===== config.mk =====
export PLATFORM = sky130hd
export DESIGN_NAME = regfile_req_arb_flat
export DESIGN_NICKNAME = d
export VERILOG_FILES = /design/src/rtl/regfile_pkg.sv /design/src/rtl/regfile_req_arb_if.sv /design/src/rtl/regfile_rr_arbiter.sv /design/src/rtl/regfile_req_arb.sv /design/src/flat_wrapper.sv
export SDC_FILE = /design/constraint.sdc
export NUM_CORES = 1
export LEC_CHECK = 0
export ABC_CLOCK_PERIOD_IN_PS = 34100
export CAP_MARGIN = 0
export CORE_MARGIN = 4
export CORE_UTILIZATION = 30
export CTS_CLUSTER_SIZE = 40
export DETAILED_ROUTE_END_ITERATION = 6
export DONT_BUFFER_PORTS = 1
export GPL_TIMING_DRIVEN = 0
export PLACE_DENSITY = 0.47
export SYNTH_ARGS = -nofsm -noshare
export SYNTH_HDL_FRONTEND = slang
export SYNTH_HIERARCHICAL = 1
export SYNTH_SLANG_ARGS = --single-unit

===== constraint.sdc =====
create_clock -name clk -period 34.1 [get_ports clk]
set_clock_uncertainty 0.05 [all_clocks]
set_input_delay 6.82 -clock clk [delete_from_list [all_inputs] [get_ports clk]]
set_output_delay 6.82 -clock clk [all_outputs]
set_load 0.01 [all_outputs]

===== src/rtl/regfile_pkg.sv =====
// regfile_pkg: parameters and types shared by the register-file request arbiter.
//   DATA_W / ADDR_W : default data and index widths.
//   NUM_RD / NUM_WR : reader and writer source counts.
//   src_e           : source index, in arbitration order rd0..rd3, wr0, wr1.
package regfile_pkg;
  localparam int DATA_W  = 64;
  localparam int ADDR_W  = 5;
  localparam int NUM_RD  = 4;
  localparam int NUM_WR  = 2;
  localparam int NUM_SRC = NUM_RD + NUM_WR;

  typedef enum logic [2:0] {
    SRC_RD0 = 3'd0,
    SRC_RD1 = 3'd1,
    SRC_RD2 = 3'd2,
    SRC_RD3 = 3'd3,
    SRC_WR0 = 3'd4,
    SRC_WR1 = 3'd5
  } src_e;

  // Next source in arbitration order, wrapping wr1 back to rd0.
  function automatic logic [2:0] next_src(input logic [2:0] s);
    if (s == SRC_WR1) begin
      return SRC_RD0;
    end else begin
      return s + 3'd1;
    end
  endfunction
endpackage


===== src/rtl/regfile_req_arb_if.sv =====
// regfile_req_arb_if: request/response and register-file bus of the arbiter.
//   Requester side : rd_req_*, wr_req_* (valid/ready), rd_rsp_* (no backpressure).
//   Register side  : rf_read/rf_write one-hot enables, packed indices/data, rf_out.
//   Modports       : slave = arbiter, master = requesters plus register file.
interface regfile_req_arb_if #(
  parameter int DATA_W = regfile_pkg::DATA_W,
  parameter int ADDR_W = regfile_pkg::ADDR_W
);
  logic [3:0]          rd_req_valid;
  logic [4*ADDR_W-1:0] rd_req_addr;
  logic [3:0]          rd_req_ready;
  logic [1:0]          wr_req_valid;
  logic [2*ADDR_W-1:0] wr_req_addr;
  logic [2*DATA_W-1:0] wr_req_data;
  logic [1:0]          wr_req_ready;
  logic [3:0]          rd_rsp_valid;
  logic [DATA_W-1:0]   rd_rsp_data;
  logic [3:0]          rf_read;
  logic [1:0]          rf_write;
  logic [4*ADDR_W-1:0] rf_rd_addr;
  logic [2*ADDR_W-1:0] rf_wr_addr;
  logic [2*DATA_W-1:0] rf_wr_data;
  logic [DATA_W-1:0]   rf_out;

  modport slave (
    input  rd_req_valid, rd_req_addr, wr_req_valid, wr_req_addr, wr_req_data, rf_out,
    output rd_req_ready, wr_req_ready, rd_rsp_valid, rd_rsp_data,
           rf_read, rf_write, rf_rd_addr, rf_wr_addr, rf_wr_data
  );

  modport master (
    output rd_req_valid, rd_req_addr, wr_req_valid, wr_req_addr, wr_req_data, rf_out,
    input  rd_req_ready, wr_req_ready, rd_rsp_valid, rd_rsp_data,
           rf_read, rf_write, rf_rd_addr, rf_wr_addr, rf_wr_data
  );
endinterface


===== src/rtl/regfile_rr_arbiter.sv =====
// regfile_rr_arbiter: 6-way arbiter over the pending slots.
//   clk, rst : clock, asynchronous active-high reset.
//   req      : pending vector in source order rd0..rd3, wr0, wr1.
//   grant    : one-hot grant (zero when nothing is pending).
// Macro REGFILE_ARB_RR_EN selects round-robin (pointer moves past the winner);
// without it the pointer is pinned at rd0, which makes the search fixed priority.
module regfile_rr_arbiter
  import regfile_pkg::*;
(
  input  logic               clk,
  input  logic               rst,
  input  logic [NUM_SRC-1:0] req,
  output logic [NUM_SRC-1:0] grant
);
  logic [2:0] ptr_r;
  logic [2:0] ptr_nxt_s;
  logic [2:0] idx_s;
  logic       found_s;

  // Circular search from the pointer; the first pending source wins.
  always_comb begin
    grant     = {NUM_SRC{1'b0}};
    found_s   = 1'b0;
    ptr_nxt_s = ptr_r;
    idx_s     = ptr_r;
    for (int k = 0; k < NUM_SRC; k++) begin
      if (!found_s && req[idx_s]) begin
        grant[idx_s] = 1'b1;
        found_s      = 1'b1;
`ifdef REGFILE_ARB_RR_EN
        ptr_nxt_s    = next_src(idx_s);
`else
        ptr_nxt_s    = SRC_RD0;
`endif
      end else begin
        found_s = found_s;
      end
      idx_s = next_src(idx_s);
    end
  end

  // Arbitration pointer register.
  always_ff @(posedge clk or posedge rst) begin
    if (rst) begin
      ptr_r <= SRC_RD0;
    end else begin
      ptr_r <= ptr_nxt_s;
    end
  end
endmodule


===== src/rtl/regfile_req_arb.sv =====
// regfile_req_arb: arbitrates 4 readers and 2 writers onto one register-file
// command per cycle.
//   clk, rst : clock, asynchronous active-high reset.
//   bus      : slave modport of regfile_req_arb_if (requests, responses, rf_*).
// Each source owns one pending slot; a granted slot can refill in the same cycle.
// A read granted at edge E drives rf_read after E, the file samples at E+1,
// rf_out is valid after E+2 and is returned with a one-cycle rd_rsp_valid pulse.
// Optional macro REGFILE_ARB_RR_EN (in regfile_rr_arbiter) enables round-robin.
module regfile_req_arb #(
  parameter int DATA_W = regfile_pkg::DATA_W,
  parameter int ADDR_W = regfile_pkg::ADDR_W
) (
  input logic              clk,
  input logic              rst,
  regfile_req_arb_if.slave bus
);
  import regfile_pkg::*;

  localparam int WR_BASE = int'(SRC_WR0);

  logic [NUM_SRC-1:0]       req_s, grant_s, ready_s, acc_s, pend_r;
  logic [ADDR_W-1:0]        req_addr_s  [NUM_SRC];
  logic [ADDR_W-1:0]        slot_addr_r [NUM_SRC];
  logic [DATA_W-1:0]        slot_data_r [NUM_WR];
  logic [NUM_RD-1:0]        rf_read_r, rsp_v2_r, rsp_valid_r;
  logic [NUM_WR-1:0]        rf_write_r;
  logic [NUM_RD*ADDR_W-1:0] rf_rd_addr_r;
  logic [NUM_WR*ADDR_W-1:0] rf_wr_addr_r;
  logic [NUM_WR*DATA_W-1:0] rf_wr_data_r;

  // Gather request valids and indices into source order.
  always_comb begin
    req_s = {bus.wr_req_valid, bus.rd_req_valid};
    for (int i = 0; i < NUM_RD; i++) begin
      req_addr_s[i] = bus.rd_req_addr[i*ADDR_W +: ADDR_W];
    end
    for (int j = 0; j < NUM_WR; j++) begin
      req_addr_s[WR_BASE+j] = bus.wr_req_addr[j*ADDR_W +: ADDR_W];
    end
  end

  regfile_rr_arbiter u_arb (
    .clk   (clk),
    .rst   (rst),
    .req   (pend_r),
    .grant (grant_s)
  );

  // Ready when the slot is free or is being drained this cycle; held low in reset.
  always_comb begin
    if (rst) begin
      ready_s = {NUM_SRC{1'b0}};
    end else begin
      ready_s = ~pend_r | grant_s;
    end
    acc_s = req_s & ready_s;
  end

  // Pending slots: an acceptance wins over the same-cycle grant (refill).
  always_ff @(posedge clk or posedge rst) begin
    if (rst) begin
      pend_r <= {NUM_SRC{1'b0}};
      for (int i = 0; i < NUM_SRC; i++) slot_addr_r[i] <= {ADDR_W{1'b0}};
      for (int j = 0; j < NUM_WR; j++)  slot_data_r[j] <= {DATA_W{1'b0}};
    end else begin
      for (int i = 0; i < NUM_SRC; i++) begin
        if (acc_s[i]) begin
          pend_r[i]      <= 1'b1;
          slot_addr_r[i] <= req_addr_s[i];
        end else if (grant_s[i]) begin
          pend_r[i] <= 1'b0;
        end
      end
      for (int j = 0; j < NUM_WR; j++) begin
        if (acc_s[WR_BASE+j]) slot_data_r[j] <= bus.wr_req_data[j*DATA_W +: DATA_W];
      end
    end
  end

  // Registered file command; only the granted source's fields are reloaded.
  // The two-stage tail after rf_read lines the response up with rf_out.
  always_ff @(posedge clk or posedge rst) begin
    if (rst) begin
      rf_read_r    <= {NUM_RD{1'b0}};
      rf_write_r   <= {NUM_WR{1'b0}};
      rf_rd_addr_r <= {(NUM_RD*ADDR_W){1'b0}};
      rf_wr_addr_r <= {(NUM_WR*ADDR_W){1'b0}};
      rf_wr_data_r <= {(NUM_WR*DATA_W){1'b0}};
      rsp_v2_r     <= {NUM_RD{1'b0}};
      rsp_valid_r  <= {NUM_RD{1'b0}};
    end else begin
      rf_read_r   <= grant_s[NUM_RD-1:0];
      rf_write_r  <= grant_s[NUM_SRC-1:WR_BASE];
      rsp_v2_r    <= rf_read_r;
      rsp_valid_r <= rsp_v2_r;
      for (int i = 0; i < NUM_RD; i++) begin
        if (grant_s[i]) rf_rd_addr_r[i*ADDR_W +: ADDR_W] <= slot_addr_r[i];
      end
      for (int j = 0; j < NUM_WR; j++) begin
        if (grant_s[WR_BASE+j]) begin
          rf_wr_addr_r[j*ADDR_W +: ADDR_W] <= slot_addr_r[WR_BASE+j];
          rf_wr_data_r[j*DATA_W +: DATA_W] <= slot_data_r[j];
        end
      end
    end
  end

  assign bus.rd_req_ready = ready_s[NUM_RD-1:0];
  assign bus.wr_req_ready = ready_s[NUM_SRC-1:WR_BASE];
  assign bus.rd_rsp_valid = rsp_valid_r;
  assign bus.rd_rsp_data  = bus.rf_out;
  assign bus.rf_read      = rf_read_r;
  assign bus.rf_write     = rf_write_r;
  assign bus.rf_rd_addr   = rf_rd_addr_r;
  assign bus.rf_wr_addr   = rf_wr_addr_r;
  assign bus.rf_wr_data   = rf_wr_data_r;
endmodule


===== src/flat_wrapper.sv =====
// flat-port wrapper written by rule: the top's interface ports become plain ports
module regfile_req_arb_flat import regfile_pkg::*;
#(
  parameter int DATA_W = regfile_pkg::DATA_W,
  parameter int ADDR_W = regfile_pkg::ADDR_W
)
  (clk, rst, bus_rd_req_valid, bus_rd_req_addr, bus_wr_req_valid, bus_wr_req_addr, bus_wr_req_data, bus_rf_out, bus_rd_req_ready, bus_wr_req_ready, bus_rd_rsp_valid, bus_rd_rsp_data, bus_rf_read, bus_rf_write, bus_rf_rd_addr, bus_rf_wr_addr, bus_rf_wr_data);
  regfile_req_arb_if #(.DATA_W(DATA_W), .ADDR_W(ADDR_W)) bus_i ();
  input logic clk;
  input logic rst;
  input wire logic [$bits(bus_i.rd_req_valid)-1:0] bus_rd_req_valid;
  input wire logic [$bits(bus_i.rd_req_addr)-1:0] bus_rd_req_addr;
  input wire logic [$bits(bus_i.wr_req_valid)-1:0] bus_wr_req_valid;
  input wire logic [$bits(bus_i.wr_req_addr)-1:0] bus_wr_req_addr;
  input wire logic [$bits(bus_i.wr_req_data)-1:0] bus_wr_req_data;
  input wire logic [$bits(bus_i.rf_out)-1:0] bus_rf_out;
  output wire logic [$bits(bus_i.rd_req_ready)-1:0] bus_rd_req_ready;
  output wire logic [$bits(bus_i.wr_req_ready)-1:0] bus_wr_req_ready;
  output wire logic [$bits(bus_i.rd_rsp_valid)-1:0] bus_rd_rsp_valid;
  output wire logic [$bits(bus_i.rd_rsp_data)-1:0] bus_rd_rsp_data;
  output wire logic [$bits(bus_i.rf_read)-1:0] bus_rf_read;
  output wire logic [$bits(bus_i.rf_write)-1:0] bus_rf_write;
  output wire logic [$bits(bus_i.rf_rd_addr)-1:0] bus_rf_rd_addr;
  output wire logic [$bits(bus_i.rf_wr_addr)-1:0] bus_rf_wr_addr;
  output wire logic [$bits(bus_i.rf_wr_data)-1:0] bus_rf_wr_data;
  assign bus_i.rd_req_valid = bus_rd_req_valid;
  assign bus_i.rd_req_addr = bus_rd_req_addr;
  assign bus_i.wr_req_valid = bus_wr_req_valid;
  assign bus_i.wr_req_addr = bus_wr_req_addr;
  assign bus_i.wr_req_data = bus_wr_req_data;
  assign bus_i.rf_out = bus_rf_out;
  assign bus_rd_req_ready = bus_i.rd_req_ready;
  assign bus_wr_req_ready = bus_i.wr_req_ready;
  assign bus_rd_rsp_valid = bus_i.rd_rsp_valid;
  assign bus_rd_rsp_data = bus_i.rd_rsp_data;
  assign bus_rf_read = bus_i.rf_read;
  assign bus_rf_write = bus_i.rf_write;
  assign bus_rf_rd_addr = bus_i.rf_rd_addr;
  assign bus_rf_wr_addr = bus_i.rf_wr_addr;
  assign bus_rf_wr_data = bus_i.rf_wr_data;
  regfile_req_arb #(.DATA_W(DATA_W), .ADDR_W(ADDR_W)) u_core (.clk(clk), .rst(rst), .bus(bus_i));
endmodule

Word-level counts from Yosys, hierarchy flattened. Index checks and enable logic that the tools add are counted.

Bitwise operators: 8. Reduce and logical (&&, ||, !) cells: 23. $lt $le $gt $ge: 12. Mux-type cells: 59. Equal/unequal tests: 5. $add $sub $neg: 5.

Operator list (number): 2-to-1 mux 6 bit (7); bitwise OR 6 bit (6); 2-to-1 mux 3 bit (11); 2-to-1 mux 1 bit (29); less-than comparator 3 x 4 -> 1 bit, second input constant (6); binary-select mux 1 bit (select 3 bit) (6); demux 1 bit (select 3 bit) (6); >= comparator 3 x 1 -> 1 bit, second input constant (6); adder 3 x 1 -> 3 bit, second input constant (5); equality test 3 bit, second input constant (5); nonzero test 2 bit (6); logical AND 1 bit (11); AND 6 bit (1); NOT 6 bit (1); nonzero test 6 bit (1); zero test 1 bit (5).

Register bits: 339. Input port bits: 230. Word-level logic and storage cells: 139.

Longest topological paths before layout. Gate-level depths: netlist (run 1).

Depth after elaboration: 22. Gate-level depth with buffers: 8.

Modules after synthesis. The synthesis (run 1) kept the hierarchy.

Modules (own cells, without submodules): regfile_req_arb (cells each 778, times used 1, area each 12916.1 um2, seq. area each 8408.1 um2); regfile_rr_arbiter (cells each 8, times used 1, area each 61.3 um2, seq. area each 0.0 um2).

Least setup slack after synthesis (run 1). OpenSTA, ideal clock, no wires.

Path type: input to output. From: input rst. To: output bus_rd_req_ready[0]. Arrival time: 7146 ps. Path slack: 20084 ps. Data required time: 27230 ps. Buffers on the path: 1. Stages: 2. Cells stage by stage: buf_2 nor2_1.

Word-level cells in the longest chain between the ends: 1.

Ends and longest elaborated chain: from (decl) (line flat_wrapper.sv:10) `input logic rst;`; 2-to-1 mux 6 bit (line regfile_req_arb.sv:51) `if (rst) begin`; to (decl) (line flat_wrapper.sv:17) `output wire logic [$bits(bus_i.rd_req_ready)-1:0] bus_rd_req_ready;`.

Every way passes these cells.

Worst setup path in the final report (run 1).
From: input rst. To: output bus_wr_req_ready[1].

Word-level cells in the longest chain between the ends: 1.

Ends and longest elaborated chain: 2-to-1 mux 6 bit (line regfile_req_arb.sv:51); to (decl) (line flat_wrapper.sv:18) `output wire logic [$bits(bus_i.wr_req_ready)-1:0] bus_wr_req_ready;`.

Every way passes these cells.

==> impl_summary.txt, run 1 <==
----------------------------------------------------
[Floorplan]
  # rows ... 75
  Die X-Extent ... 216.0 microns
  Core area ... 42320 sq um
  Initial core utilization ... 30.66%
  Number of ports placed on the die boundary ... 468
  Die H ... 216.0 microns
  Overall die area ... 46650 sq um

[Pwr]
  Switching power ... 0.3431 mW
  Peak supply drop ... 44.63 uV
  Total design power ... 1.238 mW
  Ratio of total power to cell area ... 82.61 nW/um^2
  Net Sw Frac ... 27.71%
  Leak ... 6.921 nW
  Sequential share of power ... 53.8%
  Internal power of the cells ... 0.8951 mW
  Clock group share of total power ... 31.9%
  Power share of the combinational group ... 14.3%

[Finish]
  Fin area ... 14990 sq um
  Final Net Count ... 1059
  Share of layout cells above drive strength 1 ... 56.19%
  Post-route core utilization ... 35.41%
  Layout overhead on the synthesized area ... 15.49%
  Final standard cell count with taps included and fillers excluded ... 1437

[CTS]
  Post-CTS Hold Buffers ... 0
  Worst-Skew Late Latency ... 0.54 ns
  Clock sink count ... 336
  Root cell of the clock tree ... sky130_fd_sc_hd__clkbuf_16
  Clock tree from TritonCTS ... done
  Num CTS Buffers ... 39
  H-tree levels ... 2
  Resized cells post-CTS ... 0
  Buffers inserted by post-CTS timing repair ... 0
  Clk pin slew, worst setup/hold paths ... 0.05 ns
  Max Buffers Root-to-Sink ... 3

[GRT]
  Largest net degree at the start of global routing ... 127
  Total track usage ... 12.57%
  Wire length of the first global-routing pass ... 45340 microns
  Antenna violations before repair ... 13
  Grt total ovfl ... 0
  Via count of the first global-routing pass ... 6842

[Synth]
  Portion of the post-synthesis area used by sequential elements ... 64.79%
  Count of warnings emitted by yosys ... 6
  Synth unique cells ... 17
  Count of state elements after synthesis ... 336
  Total nets after synthesis ... 1016
  Mean cell area of the mapped netlist ... 16.51 sq um
  Number of cells produced by synthesis ... 786
  Area of the mapped netlist ... 12980 sq um

[STA]
  Final Slew Violations ... 0
  Worst Max-Slew Pin Slew ... 0.9834 ns
  Final Critical Period ... 14.15 ns
  Hold slack ... 0.2960 ns
  Setup repair after global routing missed its margin ... no
  Max transition margin ... 34.30%
  Final Hold Fails ... 0
  Sum of negative setup slack ... 0 ns
  Achievable frequency ... 70.69 MHz
  Final setup fails ... 0
  Fin crit share ... 41.48%
  Worst Setup Slack, final ... 19.95 ns

[Worst setup path]
  Maximum single-stage delay on the critical path ... 0.28 ns
  Setup crit start ... rst
  Worst-path maximum fanout ... 10
  Source of the worst register-to-register timing path ... u_core/pend_r[0]$_DFFE_PP0P_
  Required time worst endpoint ... 27.23 ns
  Gate family responsible for the most delay along the worst path ... simple AND/OR/NAND/NOR gates
  CP max stage cell ... sky130_fd_sc_hd__nor2_1
  Worst path buffer plus inverter count ... 1
  Category of the worst setup path launch point ... primary input
  Arrival @ worst endpoint ... 7.28 ns
  Crit Path Category ... primary input to primary output
  Cell-by-cell listing of the critical path ... buf_2 > nor2_1
  Critical Path End Type ... primary output

[Placement]
  Estimated wirelength of the detail-placed design ... 21920 microns
  IO Port Bufs ... 0
  Pre-CTS worst setup slack ... 19.96 ns
  Routability Congestion ... 0.7104
  Placed Instance Area ... 13770 sq um
  Placed Instances ... 1365

[Drt]
  DR WL met2 ... 14650 microns
  Routed met3 length ... 3470 microns
  DRC violation total after the first TritonRoute iteration ... 260
  Metal-1 WL ... 11890 microns
  DR top layer ... met5
  Number of remaining DRC errors ... 0
  Total Routed Length ... 30750 microns
  Antenna Violating Nets Remaining ... 0
  DR vias ... 6360
  Detailed Routing Iterations Pass 1 ... 4
  Drt wl/cell ... 21.40 microns
  Detailed-route vias per instance ... 4.426

[Job]
  Max-cap violations ... 0

[Worst hold path]
  Hold Crit Class ... register to register
  Hold_sp ... u_core/rsp_v2_r[3]$_DFF_PP0_

[Status]
  Status ... complete, no violations

----------------------------------------------------
cells in the mapped netlist:
library cell | n | area share, %
sky130_fd_sc_hd__dfrtp_1 | 336 | 65
sky130_fd_sc_hd__mux2_2 | 296 | 26
sky130_fd_sc_hd__buf_4 | 65 | 3.8
sky130_fd_sc_hd__buf_2 | 25 | 0.96
sky130_fd_sc_hd__mux2_4 | 20 | 2.3
sky130_fd_sc_hd__nand2b_1 | 12 | 0.58
sky130_fd_sc_hd__nor2_1 | 7 | 0.20
sky130_fd_sc_hd__buf_6 | 6 | 0.52
sky130_fd_sc_hd__nor2b_1 | 5 | 0.24
sky130_fd_sc_hd__nor2_2 | 4 | 0.19
sky130_fd_sc_hd__inv_1 | 2 | 0.058
sky130_fd_sc_hd__nor2_4 | 2 | 0.17
sky130_fd_sc_hd__nor2b_4 | 2 | 0.21
sky130_fd_sc_hd__nor3b_1 | 1 | 0.058
sky130_fd_sc_hd__nor3b_2 | 1 | 0.096
sky130_fd_sc_hd__nor4b_1 | 1 | 0.068
sky130_fd_sc_hd__or4_4 | 1 | 0.087
power by group through the flow:
stage	Sequential, mW	Clock (mW)	Combinational [mW]
2_1_floorplan	0.634	0	0.160
3_3_place_gp	0.676	0	0.173
3_5_place_dp	0.677	0	0.180
4_1_cts	0.671	0.413	0.181
5_1_grt	0.687	0.428	0.196
6_report	0.666	0.395	0.177
cell families after synthesis:
| logic type | after synthesis | synth area share, % |
|---|---|---|
| buf+inv | 98 | 5.303 |
| flops | 336 | 64.79 |
| mux | 316 | 28.00 |
| simple gates | 36 | 1.909 |
cells in the final DEF, fill, tap and decap left out, types with 2 or more instances in the layout:
cell type and instances:
sky130_fd_sc_hd__clkinvlp_4 2, sky130_fd_sc_hd__clkbuf_1 13, sky130_fd_sc_hd__mux2_4 20, sky130_fd_sc_hd__nor2b_1 5, sky130_fd_sc_hd__buf_16 2, sky130_fd_sc_hd__dfrtp_1 336
sky130_fd_sc_hd__clkbuf_8 7, sky130_fd_sc_hd__buf_4 65, sky130_fd_sc_hd__mux2_2 296, sky130_fd_sc_hd__diode_2 4, sky130_fd_sc_hd__clkinv_2 3, sky130_fd_sc_hd__buf_2 25
sky130_fd_sc_hd__nor2b_4 2, sky130_fd_sc_hd__nand2b_1 12, sky130_fd_sc_hd__buf_6 6, sky130_fd_sc_hd__nor2_2 4, sky130_fd_sc_hd__clkbuf_16 40, sky130_fd_sc_hd__nor2_1 7
sky130_fd_sc_hd__nor2_4 2, sky130_fd_sc_hd__inv_6 2
worst reg2reg max path, cell delays in order (launching register included):
cell                      delay (ns)
sky130_fd_sc_hd__dfrtp_1        0.45
sky130_fd_sc_hd__or4_4          0.55
sky130_fd_sc_hd__nor3b_2        0.27
sky130_fd_sc_hd__buf_6          0.20
sky130_fd_sc_hd__nor2b_4        0.06
sky130_fd_sc_hd__nor2_4         0.26
sky130_fd_sc_hd__buf_2          0.38
sky130_fd_sc_hd__mux2_2         0.38
per-layer routing:
| layer | vias up | track usage (%) |
|---|---|---|
| li1 | 2760 | - |
| met2 | 238 | 19.78 |
| met4 | 16 | 3.968 |
| met3 | 63 | 6.864 |
| met5 | - | 0 |
| met1 | 3283 | 14.79 |
cell type report:
| cell class | instances | area, sq um |
|---|---|---|
| antenna | 4 | 10.01 |
| buffer | 96 | 680.7 |
| clock buffer | 60 | 1146 |
| clock inverter | 8 | 63.81 |
| fill | 4052 | 27330 |
| inverter | 2 | 15.01 |
| multi-input combinational | 352 | 3887 |
| sequential | 336 | 8408 |
| tap | 577 | 721.9 |
| timing repair buffer | 2 | 55.05 |
sequential cells by signal (all words and copies together) (netlist names):
name,count
u_core/rsp_v2_r,4
u_core/bus.rf_wr_addr,10
u_core/bus.rf_read,4
u_core/pend_r,6
u_core/bus.rf_rd_addr,20
u_core/bus.rf_write,2
u_core/bus.rd_rsp_valid,4
u_core/bus.rf_wr_data,128
u_core/slot_addr_r,30
u_core/slot_data_r,128
worst paths after layout:
kind                                                         endpoint  depth (start not counted)  slack, ns
worst max-delay path                              bus_wr_req_ready[1]                          2      19.95
max in group asynchronous       u_core/bus.rf_wr_data[74]$_DFFE_PP0P_                          3      26.45
worst min register to register   u_core/bus.rd_rsp_valid[3]$_DFF_PP0_                          0       0.30
worst max register to register     u_core/slot_data_r[24]$_DFFE_PP0P_                          7      31.38
worst min-delay path             u_core/bus.rd_rsp_valid[3]$_DFF_PP0_                          0       0.30
min in group asynchronous          u_core/slot_addr_r[16]$_DFFE_PP0P_                          2       6.43
Note: power is estimated with default switching activity, not from simulation.
==> run 2: changes to the inputs <==
--- a/config.mk
+++ b/config.mk
@@ -5,7 +5,7 @@
 export SDC_FILE = /design/constraint.sdc
 export NUM_CORES = 1
 export LEC_CHECK = 0
-export ABC_CLOCK_PERIOD_IN_PS = 34100
+export ABC_CLOCK_PERIOD_IN_PS = 11600
 export CAP_MARGIN = 0
 export CORE_MARGIN = 4
 export CORE_UTILIZATION = 30
@@ -13,7 +13,7 @@
 export DETAILED_ROUTE_END_ITERATION = 6
 export DONT_BUFFER_PORTS = 1
 export GPL_TIMING_DRIVEN = 0
-export PLACE_DENSITY = 0.47
+export PLACE_DENSITY = 0.48
 export SYNTH_ARGS = -nofsm -noshare
 export SYNTH_HDL_FRONTEND = slang
 export SYNTH_HIERARCHICAL = 1
==> constraint.sdc (replaced) <==
create_clock -name clk -period 11.6 [get_ports clk]
set_clock_uncertainty 0.05 [all_clocks]
set_input_delay 2.32 -clock clk [delete_from_list [all_inputs] [get_ports clk]]
set_output_delay 2.32 -clock clk [all_outputs]
set_load 0.01 [all_outputs]
==> run 2 against run 1 <==
Effect of this change:
- combinational power grew to 3.0 times the previous value
- worst hold slack gained 0.0021 ns
- final cell count increased by 0.42%
- utilization increased by 0.53 points
- non-clock buffer count increased by 7
- count of clock-buffer cells in the layout is 1 higher
- worst setup slack got worse by 14 ns
- global-route usage up 0.32 points
- first-iteration DRC count down 29%
- critical path depth did not move
- via count hardly changed
- routed wire length is 1.1% higher
==> impl_summary.txt, run 2 (synthesis results as in run 1) <==
----------------------------------------------------
[Drt]
  Routed met3 length ... 3503 microns
  DR WL met2 ... 15040 microns
  Number of remaining DRC errors ... 0
  DR vias ... 6356
  Drt wl/cell ... 21.54 microns
  Detailed Routing Iterations Pass 1 ... 6
  Detailed-route vias per instance ... 4.405
  DRC violation total after the first TritonRoute iteration ... 185
  Antenna Violating Nets Remaining ... 0
  DR top layer ... met5
  Metal-1 WL ... 11740 microns
  Total Routed Length ... 31080 microns

[GRT]
  Total track usage ... 12.89%
  Antenna violations before repair ... 13
  Via count of the first global-routing pass ... 6970
  Largest net degree at the start of global routing ... 42
  Wire length of the first global-routing pass ... 46170 microns
  Grt total ovfl ... 0

[Status]
  Status ... complete, no violations

[Floorplan]
  Overall die area ... 46650 sq um
  # rows ... 75
  Core area ... 42320 sq um
  Die X-Extent ... 216.0 microns
  Die H ... 216.0 microns
  Number of ports placed on the die boundary ... 468
  Initial core utilization ... 30.66%

[Finish]
  Post-route core utilization ... 35.95%
  Fin area ... 15210 sq um
  Layout overhead on the synthesized area ... 17.23%
  Share of layout cells above drive strength 1 ... 56.66%
  Commonest non-fill, non-tap cell in the layout ... sky130_fd_sc_hd__dfrtp_1
  Final Net Count ... 1067
  Most frequent cells in the layout ... 336 x sky130_fd_sc_hd__dfrtp_1, 296 x sky130_fd_sc_hd__mux2_2, 65 x sky130_fd_sc_hd__buf_4

[CTS]
  H-tree levels ... 2
  Worst-Skew Late Latency ... 0.54 ns
  Buffers inserted by post-CTS timing repair ... 0
  Clock tree from TritonCTS ... done
  Post-CTS Hold Buffers ... 0
  Resized cells post-CTS ... 0
  Clock sink count ... 336
  Max Buffers Root-to-Sink ... 3
  Root cell of the clock tree ... sky130_fd_sc_hd__clkbuf_16
  Num CTS Buffers ... 40
  Clk pin slew, worst setup/hold paths ... 0.06 ns

[Worst setup path]
  Cell-by-cell listing of the critical path ... buf_2 > nor2_1
  Gate family responsible for the most delay along the worst path ... simple AND/OR/NAND/NOR gates
  Category of the worst setup path launch point ... primary input
  Maximum single-stage delay on the critical path ... 0.32 ns
  Required time worst endpoint ... 9.23 ns
  Worst path buffer plus inverter count ... 1
  Critical Path End Type ... primary output
  Worst-path maximum fanout ... 10
  Arrival @ worst endpoint ... 2.83 ns
  Crit Path Category ... primary input to primary output
  CP max stage cell ... sky130_fd_sc_hd__nor2_1

[Pwr]
  Total design power ... 3.741 mW
  Internal power of the cells ... 2.727 mW
  Peak supply drop ... 126.7 uV
  Net Sw Frac ... 27.11%
  Switching power ... 1.014 mW
  Power share of the combinational group ... 14.1%
  Ratio of total power to cell area ... 245.9 nW/um^2
  Leak ... 7.027 nW
  Clock group share of total power ... 33.5%
  Sequential share of power ... 52.5%

[STA]
  Max transition margin ... 28.94%
  Fin crit share ... 44.80%
  Sum of negative setup slack ... 0 ns
  Final setup fails ... 0
  Worst Max-Slew Pin Slew ... 1.064 ns
  Final Hold Fails ... 0
  Final Slew Violations ... 0
  Worst Setup Slack, final ... 6.404 ns
  Setup repair after global routing missed its margin ... no
  Final Critical Period ... 5.196 ns
  Achievable frequency ... 192.4 MHz

[Placement]
  IO Port Bufs ... 0
  Placed Instance Area ... 13890 sq um
  Estimated wirelength of the detail-placed design ... 22770 microns
  Routability Congestion ... 0.7180
  Pre-CTS worst setup slack ... 6.356 ns

[Worst hold path]
  Hold Crit Class ... register to register

[Job]
  Max-cap violations ... 0

----------------------------------------------------
[run 2: metrics by stage]
step	hold WS (ns)	cells
3_5_place_dp	0.2910	1372
3_3_place_gp	0.2824	1363
5_1_grt	0.3090	1441
4_1_cts	0.3017	1440
6_report	0.2981	1443
2_1_floorplan	0.2812	786
[run 2: path summary, 6_finish.rpt]
path / startpoint / endpoint / slack [ns] / cells past startpoint
hold reg to reg: u_core/rsp_v2_r[2]$_DFF_PP0_ / u_core/bus.rd_rsp_valid[2]$_DFF_PP0_ / 0.30 / 0
setup / recovery: rst / bus_wr_req_ready[1] / 6.40 / 2
hold / removal: u_core/rsp_v2_r[2]$_DFF_PP0_ / u_core/bus.rd_rsp_valid[2]$_DFF_PP0_ / 0.30 / 0
setup reg to reg: u_core/pend_r[0]$_DFFE_PP0P_ / u_core/slot_data_r[21]$_DFFE_PP0P_ / 8.92 / 7
max in group asynchronous: rst / u_core/bus.rd_rsp_valid[0]$_DFF_PP0_ / 8.69 / 4
min in group asynchronous: rst / u_core/slot_data_r[23]$_DFFE_PP0P_ / 1.92 / 2
[run 2: cell type report]
cell class,count,area (sq um)
inverters,2,11.26
multi-input cells,352,3887
clock inverters,7,123.9
clock buffers,61,1192
diodes,3,7.507
repair buffers,9,180.2
plain buffers,96,680.7
flip-flops and latches,336,8408
fillers,4038,27110
well taps,577,721.9
[run 2: layer usage]
metal / up-vias / global-route usage [%]
met5: - / 0
met2: 242 / 20.49
li1: 2762 / -
met1: 3270 / 15.01
met3: 66 / 6.793
met4: 16 / 4.395
[run 2: worst reg2reg max path, delay by kind of cell, from the launching register on]
| kind | cells | cell delay, ns |
|---|---|---|
| AND/OR/NAND/NOR | 4 | 1.12 |
| buffers and inverters | 2 | 0.56 |
| flip-flops | 1 | 0.44 |
| multiplexers | 1 | 0.38 |
[run 2: power groups by stage]
stage               Combinational, mW  Sequential, mW  Clock, mW
detailed placement              0.535            1.99          0
finish                          0.526            1.96       1.25
CTS                             0.537            1.98       1.30
global placement                0.509            1.99          0
floorplan                       0.471            1.86          0
global route                    0.585            2.02       1.35
